## src/rtl/uart_rx_pkg.sv

```systemverilog
// Shared types and constants for the UART receive front end.
// RX_PARITY_EN adds the PARITY state and lengthens the frame by one bit.
package uart_rx_pkg;

    localparam int DEF_OVERSAMPLE = 16;
    localparam int DEF_DATA_BITS  = 8;

    typedef enum logic [2:0] {
        ST_IDLE,
        ST_START,
        ST_DATA,
`ifdef RX_PARITY_EN
        ST_PARITY,
`endif
        ST_STOP
    } rx_state_t;

    // Baud ticks from START entry to the checkstop edge
    localparam int FRAME_TICKS_NOPAR = DEF_OVERSAMPLE / 2 + DEF_DATA_BITS * DEF_OVERSAMPLE + DEF_OVERSAMPLE;
    localparam int FRAME_TICKS_PAR   = FRAME_TICKS_NOPAR + DEF_OVERSAMPLE;
`ifdef RX_PARITY_EN
    localparam int FRAME_TICKS = FRAME_TICKS_PAR;
`else
    localparam int FRAME_TICKS = FRAME_TICKS_NOPAR;
`endif

endpackage

```

## src/rtl/rx_frame_deserializer_if.sv

```systemverilog
// Serial line in, assembled byte and stop-check strobe out.
interface rx_frame_deserializer_if #(
    parameter int DATA_BITS = 8
);
    logic                 rxin;
    logic                 baudtick;
    logic                 rxsample;
    logic [DATA_BITS-1:0] dout1;
    logic                 checkstop;
    logic                 rxbusy;
    logic                 parityerror;

    modport master (
        output rxin, baudtick,
        input  rxsample, dout1, checkstop, rxbusy, parityerror
    );

    modport slave (
        input  rxin, baudtick,
        output rxsample, dout1, checkstop, rxbusy, parityerror
    );
endinterface

```

## src/rtl/rx_line_sync.sv

```systemverilog
// Purpose: 2-FF synchronizer on the serial line plus falling-edge detect.
// Latency: rxsample lags rxin by 2 clk; rxfall is combinational off the flops.
// Backpressure: none, free-running every clk.
module rx_line_sync (
    input  logic clk,
    input  logic reset,
    input  logic rxin,
    output logic rxsample,
    output logic rxfall
);
    logic sync1;
    logic sync2;
    logic prev;

    // Idle line is high, so all stages reset to 1 to avoid a fake edge
    always_ff @(posedge clk or negedge reset) begin
        if (!reset) begin
            sync1 <= 1'b1;
            sync2 <= 1'b1;
            prev  <= 1'b1;
        end else begin
            sync1 <= rxin;
            sync2 <= sync1;
            prev  <= sync2;
        end
    end

    assign rxsample = sync2;
    assign rxfall   = prev & ~sync2;
endmodule

```

## src/rtl/rx_frame_deserializer.sv

```systemverilog
// Purpose: UART RX start qualify + LSB-first shift-in, mid-stop checkstop strobe (RX_PARITY_EN adds parity).
// Latency: checkstop 2-3 clk + FRAME_TICKS baudticks after the line falls; dout1 loads at the last data bit.
// Backpressure: none; baudtick low freezes all counters and holds the state.
module rx_frame_deserializer
    import uart_rx_pkg::*;
#(
    parameter int OVERSAMPLE = DEF_OVERSAMPLE,
    parameter int DATA_BITS  = DEF_DATA_BITS
) (
    input  logic                    clk,
    input  logic                    reset,
    rx_frame_deserializer_if.slave  bus
);
    localparam int TICK_W = $clog2(OVERSAMPLE);
    localparam int BIT_W  = $clog2(DATA_BITS + 1);
    localparam logic [TICK_W-1:0] TICK_MID = TICK_W'(OVERSAMPLE / 2 - 1);
    localparam logic [TICK_W-1:0] TICK_END = TICK_W'(OVERSAMPLE - 1);
    localparam logic [BIT_W-1:0]  BIT_LAST = BIT_W'(DATA_BITS - 1);

    rx_state_t            state;
    logic [TICK_W-1:0]    tickcnt;
    logic [BIT_W-1:0]     bitcnt;
    logic [DATA_BITS-2:0] shreg;
    logic [DATA_BITS-1:0] dout1;
    logic [DATA_BITS-1:0] byte_next;
    logic                 checkstop;
    logic                 rxsample;
    logic                 rxfall;
`ifdef RX_PARITY_EN
    logic                 parityerror;
`endif

    rx_line_sync u_line_sync (
        .clk      (clk),
        .reset    (reset),
        .rxin     (bus.rxin),
        .rxsample (rxsample),
        .rxfall   (rxfall)
    );

    // shreg holds the earlier bits; the current sample completes the byte
    assign byte_next = {rxsample, shreg};

    always_ff @(posedge clk or negedge reset) begin
        if (!reset) begin
            state     <= ST_IDLE;
            tickcnt   <= '0;
            bitcnt    <= '0;
            shreg     <= '0;
            dout1     <= '0;
            checkstop <= 1'b0;
`ifdef RX_PARITY_EN
            parityerror <= 1'b0;
`endif
        end else begin
            checkstop <= 1'b0;
            case (state)
                ST_IDLE: begin
                    tickcnt <= '0;
                    if (rxfall) begin
                        state <= ST_START;
                    end
                end
                ST_START: begin
                    if (bus.baudtick) begin
                        if (tickcnt == TICK_MID) begin
                            tickcnt <= '0;
                            bitcnt  <= '0;
                            state   <= rxsample ? ST_IDLE : ST_DATA;
                        end else begin
                            tickcnt <= tickcnt + 1'b1;
                        end
                    end
                end
                ST_DATA: begin
                    if (bus.baudtick) begin
                        if (tickcnt == TICK_END) begin
                            tickcnt <= '0;
                            bitcnt  <= bitcnt + 1'b1;
                            shreg   <= byte_next[DATA_BITS-1:1];
                            if (bitcnt == BIT_LAST) begin
                                dout1 <= byte_next;
`ifdef RX_PARITY_EN
                                state <= ST_PARITY;
`else
                                state <= ST_STOP;
`endif
                            end
                        end else begin
                            tickcnt <= tickcnt + 1'b1;
                        end
                    end
                end
`ifdef RX_PARITY_EN
                ST_PARITY: begin
                    if (bus.baudtick) begin
                        if (tickcnt == TICK_END) begin
                            tickcnt     <= '0;
                            parityerror <= (^dout1) ^ rxsample;
                            state       <= ST_STOP;
                        end else begin
                            tickcnt <= tickcnt + 1'b1;
                        end
                    end
                end
`endif
                ST_STOP: begin
                    // Framing is left to the downstream checker; only strobe here
                    if (bus.baudtick) begin
                        if (tickcnt == TICK_END) begin
                            tickcnt   <= '0;
                            checkstop <= 1'b1;
                            state     <= ST_IDLE;
                        end else begin
                            tickcnt <= tickcnt + 1'b1;
                        end
                    end
                end
                default: begin
                    state   <= ST_IDLE;
                    tickcnt <= '0;
                end
            endcase
        end
    end

    assign bus.rxsample  = rxsample;
    assign bus.dout1     = dout1;
    assign bus.checkstop = checkstop;
    assign bus.rxbusy    = (state != ST_IDLE);
`ifdef RX_PARITY_EN
    assign bus.parityerror = parityerror;
`else
    assign bus.parityerror = 1'b0;
`endif
endmodule

```

## src/flat_wrapper.sv

```systemverilog
// flat-port wrapper written by rule: the top's interface ports become plain ports
module rx_frame_deserializer_flat import uart_rx_pkg::*;
#(
    parameter int OVERSAMPLE = DEF_OVERSAMPLE,
    parameter int DATA_BITS  = DEF_DATA_BITS
)
  (clk, reset, bus_rxin, bus_baudtick, bus_rxsample, bus_dout1, bus_checkstop, bus_rxbusy, bus_parityerror);
  rx_frame_deserializer_if #(.DATA_BITS(DATA_BITS)) bus_i ();
  input  logic clk;
  input  logic reset;
  input wire logic [$bits(bus_i.rxin)-1:0] bus_rxin;
  input wire logic [$bits(bus_i.baudtick)-1:0] bus_baudtick;
  output wire logic [$bits(bus_i.rxsample)-1:0] bus_rxsample;
  output wire logic [$bits(bus_i.dout1)-1:0] bus_dout1;
  output wire logic [$bits(bus_i.checkstop)-1:0] bus_checkstop;
  output wire logic [$bits(bus_i.rxbusy)-1:0] bus_rxbusy;
  output wire logic [$bits(bus_i.parityerror)-1:0] bus_parityerror;
  assign bus_i.rxin = bus_rxin;
  assign bus_i.baudtick = bus_baudtick;
  assign bus_rxsample = bus_i.rxsample;
  assign bus_dout1 = bus_i.dout1;
  assign bus_checkstop = bus_i.checkstop;
  assign bus_rxbusy = bus_i.rxbusy;
  assign bus_parityerror = bus_i.parityerror;
  rx_frame_deserializer #(.OVERSAMPLE(OVERSAMPLE), .DATA_BITS(DATA_BITS)) u_core (.clk(clk), .reset(reset), .bus(bus_i));
endmodule
```

## config.mk

```make
export PLATFORM = sky130hd
export DESIGN_NAME = rx_frame_deserializer_flat
export DESIGN_NICKNAME = d
export VERILOG_FILES = /design/src/rtl/uart_rx_pkg.sv /design/src/rtl/rx_frame_deserializer_if.sv /design/src/rtl/rx_line_sync.sv /design/src/rtl/rx_frame_deserializer.sv /design/src/flat_wrapper.sv
export SDC_FILE = /design/constraint.sdc
export NUM_CORES = 1
export LEC_CHECK = 0
export ABC_AREA = 1
export CORE_UTILIZATION = 40
export CTS_CLUSTER_DIAMETER = 100
export DETAILED_ROUTE_END_ITERATION = 16
export HOLD_SLACK_MARGIN = 0.1
export SLEW_MARGIN = 5
export SYNTH_ARGS = -nofsm -noshare
export SYNTH_HDL_FRONTEND = slang
export SYNTH_SLANG_ARGS = --single-unit
```

## constraint.sdc

```tcl
create_clock -name clk -period 2.21 [get_ports clk]
set_clock_uncertainty 0.1 [all_clocks]
set_input_delay 0.3315 -clock clk [delete_from_list [all_inputs] [get_ports clk]]
set_output_delay 0.3315 -clock clk [all_outputs]
set_load 0.01 [all_outputs]
```

-- Word-level counts from Yosys, hierarchy flattened
Cells that the tools add are included.
- input bits: 4
- flip-flop bits (word level): 30
- output and inout bits: 12
- equal/unequal tests: 15
- reductions and logical operators: 9
- mux-type cells: 23
- bitwise logic cells: 2
- add/sub/neg operators: 2
- operator list (kind ; number):
    4-bit two-way mux ; 8
    3-bit two-way mux ; 8
    4-bit case mux with 2 select lines ; 2
    2-bit by 1-bit inequality test with 1-bit output, second input constant ; 6
    3-bit case mux with 4 select lines ; 1
    4-bit by 1-bit adder with 4-bit output, second input constant ; 2
    4-bit by 3-bit equality test with 1-bit output, second input constant ; 2
    8-bit AND reduction ; 1
    3-bit by 2-bit equality test with 1-bit output, second input constant ; 2
    2-bit inequality test, second input constant ; 3
    5-bit AND reduction ; 1
    4-bit equality test, second input constant ; 1
    4-bit AND reduction ; 1
    3-bit by 1-bit equality test with 1-bit output, second input constant ; 1
    3-bit zero test ; 1
    1-bit two-way mux ; 3
    3-bit AND reduction ; 1
    3-bit nonzero test ; 1
    2-bit two-way mux ; 1
    2-bit AND reduction ; 1
    2-bit nonzero test ; 1
    2-bit OR reduction ; 1
    1-bit bitwise AND ; 1
    1-bit NOT ; 1

-- Depth between registers and ports, before layout
- depth after elaboration: 5
- depth in mapped cells: 8

-- By module
From an unflattened synthesis, not the netlist that was laid out.
- cell total of the unflattened synthesis: 161
- area total of the unflattened synthesis: 1375.1 um2
- modules (own cells, without submodules) (module ; cells an instance ; area each (um2) ; instances):
    rx_frame_deserializer ; 156 ; 1286.2 ; 1
    rx_line_sync ; 5 ; 88.8 ; 1

-- Worst setup path before layout
Ideal clock, no wire load.
- path kind: reg-to-reg
- start: reg u_core.tickcnt[0]
- end: reg u_core.dout1[3] (netlist: u_core.bus.dout1[3])
- cell stages (with the launch flop): 8
- period minus slack after synthesis: 1636 ps
- library setup time: 118 ps
- path slack: 574 ps
- buffers on the path: 1
- arrival time: 1418 ps
- data required time: 1992 ps
- cells stage by stage: dfrtp_1 > ha_1 > nand3_1 > nor3_4 > nand2_4 > buf_6 > nand2_1 > o21ai_2
- word-level cells in the longest chain between the ends: 2
- ends and longest elaborated chain (element ; line ; RTL):
    start: declaration ; rx_frame_deserializer.sv:21 ; logic [TICK_W-1:0] tickcnt;
    start signal: assignment ; rx_frame_deserializer.sv:71 ; tickcnt <= tickcnt + 1'b1;
    start signal: assignment ; rx_frame_deserializer.sv:90 ; tickcnt <= tickcnt + 1'b1;
    start signal: assignment ; rx_frame_deserializer.sv:115 ; tickcnt <= tickcnt + 1'b1;
    4-bit equality test ; rx_frame_deserializer.sv:77 ; if (tickcnt == TICK_END) begin
    4-bit AND reduction (no line) ; n/a ;
    end signal: assignment ; rx_frame_deserializer.sv:82 ; dout1 <= byte_next;
    end: declaration ; rx_frame_deserializer.sv:24 ; logic [DATA_BITS-1:0] dout1;
No other way between the ends.
A chain may end at the register's enable or synchronous reset.

-- Worst setup path after layout
- start: reg u_core.state[1]
- end: out bus_rxbusy
- word-level cells in the longest chain between the ends: 1
- ends and longest elaborated chain (element ; line ; RTL):
    start: declaration ; rx_frame_deserializer.sv:20 ; rx_state_t state;
    start signal: assignment ; rx_frame_deserializer.sv:69 ; state <= rxsample ? ST_IDLE : ST_DATA;
    3-bit nonzero test ; rx_frame_deserializer.sv:130 ; assign bus.rxbusy = (state != ST_IDLE);
    end: declaration ; flat_wrapper.sv:16 ; output wire logic [$bits(bus_i.rxbusy)-1:0] bus_rxbusy;
No other way between the ends.

==> results.cfg <==
[timing]
slew_violations = 0
hold_viol = 0
setup-tns-final_ps = 0
rsz0062_at_grt = false
final-setup-viol-count = 0
clock.fmax_ghz = 0.494
hold_ws_ps = 256
period_needed_ps = 2020
period_share_pct = 91.6

[critical_path]
worstPathArrival_ps = 1590
end_kind = output pin
slowest_stage = clkdlybuf4s50_1
cp_slowest_stage_delay_ps = 480
critPathMaxFanout = 7
r2r-end = u_core.bitcnt[3]
startpoint = u_core.state[1]
path_delay_family = buffers and inverters
crit_type = reg -> out
worst_r2r_path_depth = 8
crit_required_ps = 1780
r2r_slack_ps = 460
cp_cell_sequence = nor2_1 -> inv_2 -> clkdlybuf4s50_1
start_kind = flip-flop
r2r_start = u_core.tickcnt[0]
critPathBufInv = 2

[floorplanning]
die_area_um2 = 3570
coreArea_um2 = 3100
dieWidth_um = 59.7
io_pins = 16
die_h_um = 59.7
initial_core_util_pct = 42.9
rows = 20

[placement]
numPortBuffers = 14
place_inst = 208
postPlaceCellArea_um2 = 1520
hpwlAfterDp_mm = 1.67
gp_congestion = 0.833

[drt]
dr.pass1.iters = 4
finalWirelength_mm = 2.28
drtIter0Drc = 38
wl_per_cell_um = 10.6
vias = 1007
postRouteAntennaNets = 0
drc = 0
via_per_inst = 4.66

[clock_tree]
clk_path_buf_depth = 2
cts_tree = done
cts.sinks = 29
holdBufCountCts = 0
postCtsSetupRepairBufs = 0
cts_root_buffer = clkbuf_4
clk_pin_slew_ps = 100
postCtsResizedCells = 0
ctsHtreeMaxLevel = 2
cts_made_buffers = 5
clk_latency_ps = 340

[grt]
grt_first_pass_wirelength_mm = 4.23
grt_usage_pct = 16.4
busiest_layer = met2
grt_pass1_vias = 998
use_met1_pct = 20.2
grt_util_met3_pct = 4.33
grt_overflow = 0
antenna_found_initial = 0
grt_max_degree = 30
grt_util_met2_pct = 25.1

[yosys]
post_synth_num_cell_types = 23
synth-seq-cells = 29
synth_cells = 151
synth_nets = 157
synth_top_area_share_pct = 48.8
yosysTopAreaCell = dfrtp_1
synth_area_leaders = dfrtp_1 49%, nand2_1 14%, dfstp_2 5.9%
yosys_warnings = 0
synth_seq_area_share_pct = 54.7
synth.avg_cell_area_um2 = 8.82
synthesis.area_um2 = 1330

[min_path]
hold_class = in -> async

[finish]
design_area_um2 = 1590
area_delta_synth_final_pct = 19.5
final_cell_mix = 50 x nand2_1, 26 x dfrtp_1, 15 x inv_1, 14 x clkdlybuf4s50_1, 11 x nor2_1
fin_cells = 216
drive_gt1_share_pct = 15.7
antenna_cells = 0
fillers = 319
final_nets = 177
layout_commonest_cell = nand2_1

[power]
total_power_mw = 1.37
cellPowerDensity_nw_per_um2 = 858
power_leakage_nw = 0.800
vdd_drop_max_uv = 354

[status]
status = finished, final reports clean

[flow_run]
cap_violations = 0
[synth_stat cells]
library cell / number
nand2_1: 50
dfrtp_1: 26
inv_1: 15
nor2_1: 11
nand3_1: 9
o21ai_2: 8
o21ai_1: 7
dfstp_2: 3
inv_2: 3
a21oi_1: 2
buf_4: 2
ha_1: 2
nand2_2: 2
xor2_1: 2
a22o_1: 1
buf_6: 1
conb_1: 1
nand2_4: 1
nor3_1: 1
nor3_4: 1
o21ai_0: 1
o22ai_1: 1
xnor2_1: 1
[worst max-delay path by stage]
| stage | end | slack, ps | depth (start not counted) |
|---|---|---|---|
| 2_1_floorplan | u_core.bus.dout1[3] | 570 | 7 |
| 4_1_cts | bus_rxbusy | 170 | 3 |
| 6_report | bus_rxbusy | 190 | 3 |
| 5_1_grt | bus_rxbusy | 100 | 3 |
| 3_3_place_gp | u_core.bitcnt[0] | 430 | 6 |
| 3_5_place_dp | u_core.bitcnt[0] | 400 | 6 |
[kinds of logic (layout without fill, tap and decap cells)]
logic type / after synthesis / count (layout) / share of synthesized area (%)
other cells: 1 / 1 / 0.281
flops: 29 / 29 / 54.7
xor+xnor: 3 / 3 / 1.97
simple gates: 75 / 75 / 23.9
compound gates: 20 / 20 / 10.1
fa+ha+maj: 2 / 2 / 1.88
buf+inv: 21 / 42 / 7.04
[power breakdown]
part           switching (mW)  total, mW  leakage, nW  internal, mW
Clock                   0.186      0.423       0.0422         0.237
Combinational           0.200      0.315        0.383         0.115
Sequential             0.0500      0.629        0.375         0.579
[sequential cells by signal, summed over array words and instances (netlist names)]
signal	cells
u_core.u_line_sync.sync1	1
u_core.state	2
u_core.bitcnt	4
u_core.bus.checkstop	1
u_core.u_line_sync.rxsample	1
u_core.u_line_sync.prev	1
u_core.tickcnt	4
u_core.bus.dout1	8
u_core.shreg	7
[cell type report]
cell class | instances | area, µm² | share of cell area, %
clock buffers | 6 | 41.3 | 2.59
clock inverters | 2 | 35.0 | 2.20
flip-flops and latches | 29 | 729 | 45.8
repair buffers | 16 | 155 | 9.74
inverters | 18 | 67.6 | 4.24
multi-input cells | 101 | 509 | 32.0
well taps | 44 | 55.1 | 3.46
[routing by layer]
layer | share of wire (%) | up-vias | wire length, µm
met4 | 2.9 | 0 | 66
met5 | 0 | - | 0
met1 | 45 | 470 | 1020
met2 | 48 | 22 | 1100
li1 | - | 508 | -
met3 | 4.0 | 7 | 92
[through the flow]
stage	worst slack, ps	util [%]
after floorplan	574	-
after global placement	435	48.9
after detailed placement	405	48.9
after CTS	169	51.3
after global routing	97.7	51.3
final	185	51.3
[worst register-to-register path: cells and delay by family (launching register included)]
family	cells	cell delay [ps]
adder cells (fa/ha/maj)	1	240
AND/OR/NAND/NOR	6	780
buffers and inverters	1	130
flip-flops	1	390
Note: power is estimated with default switching activity, not from simulation.
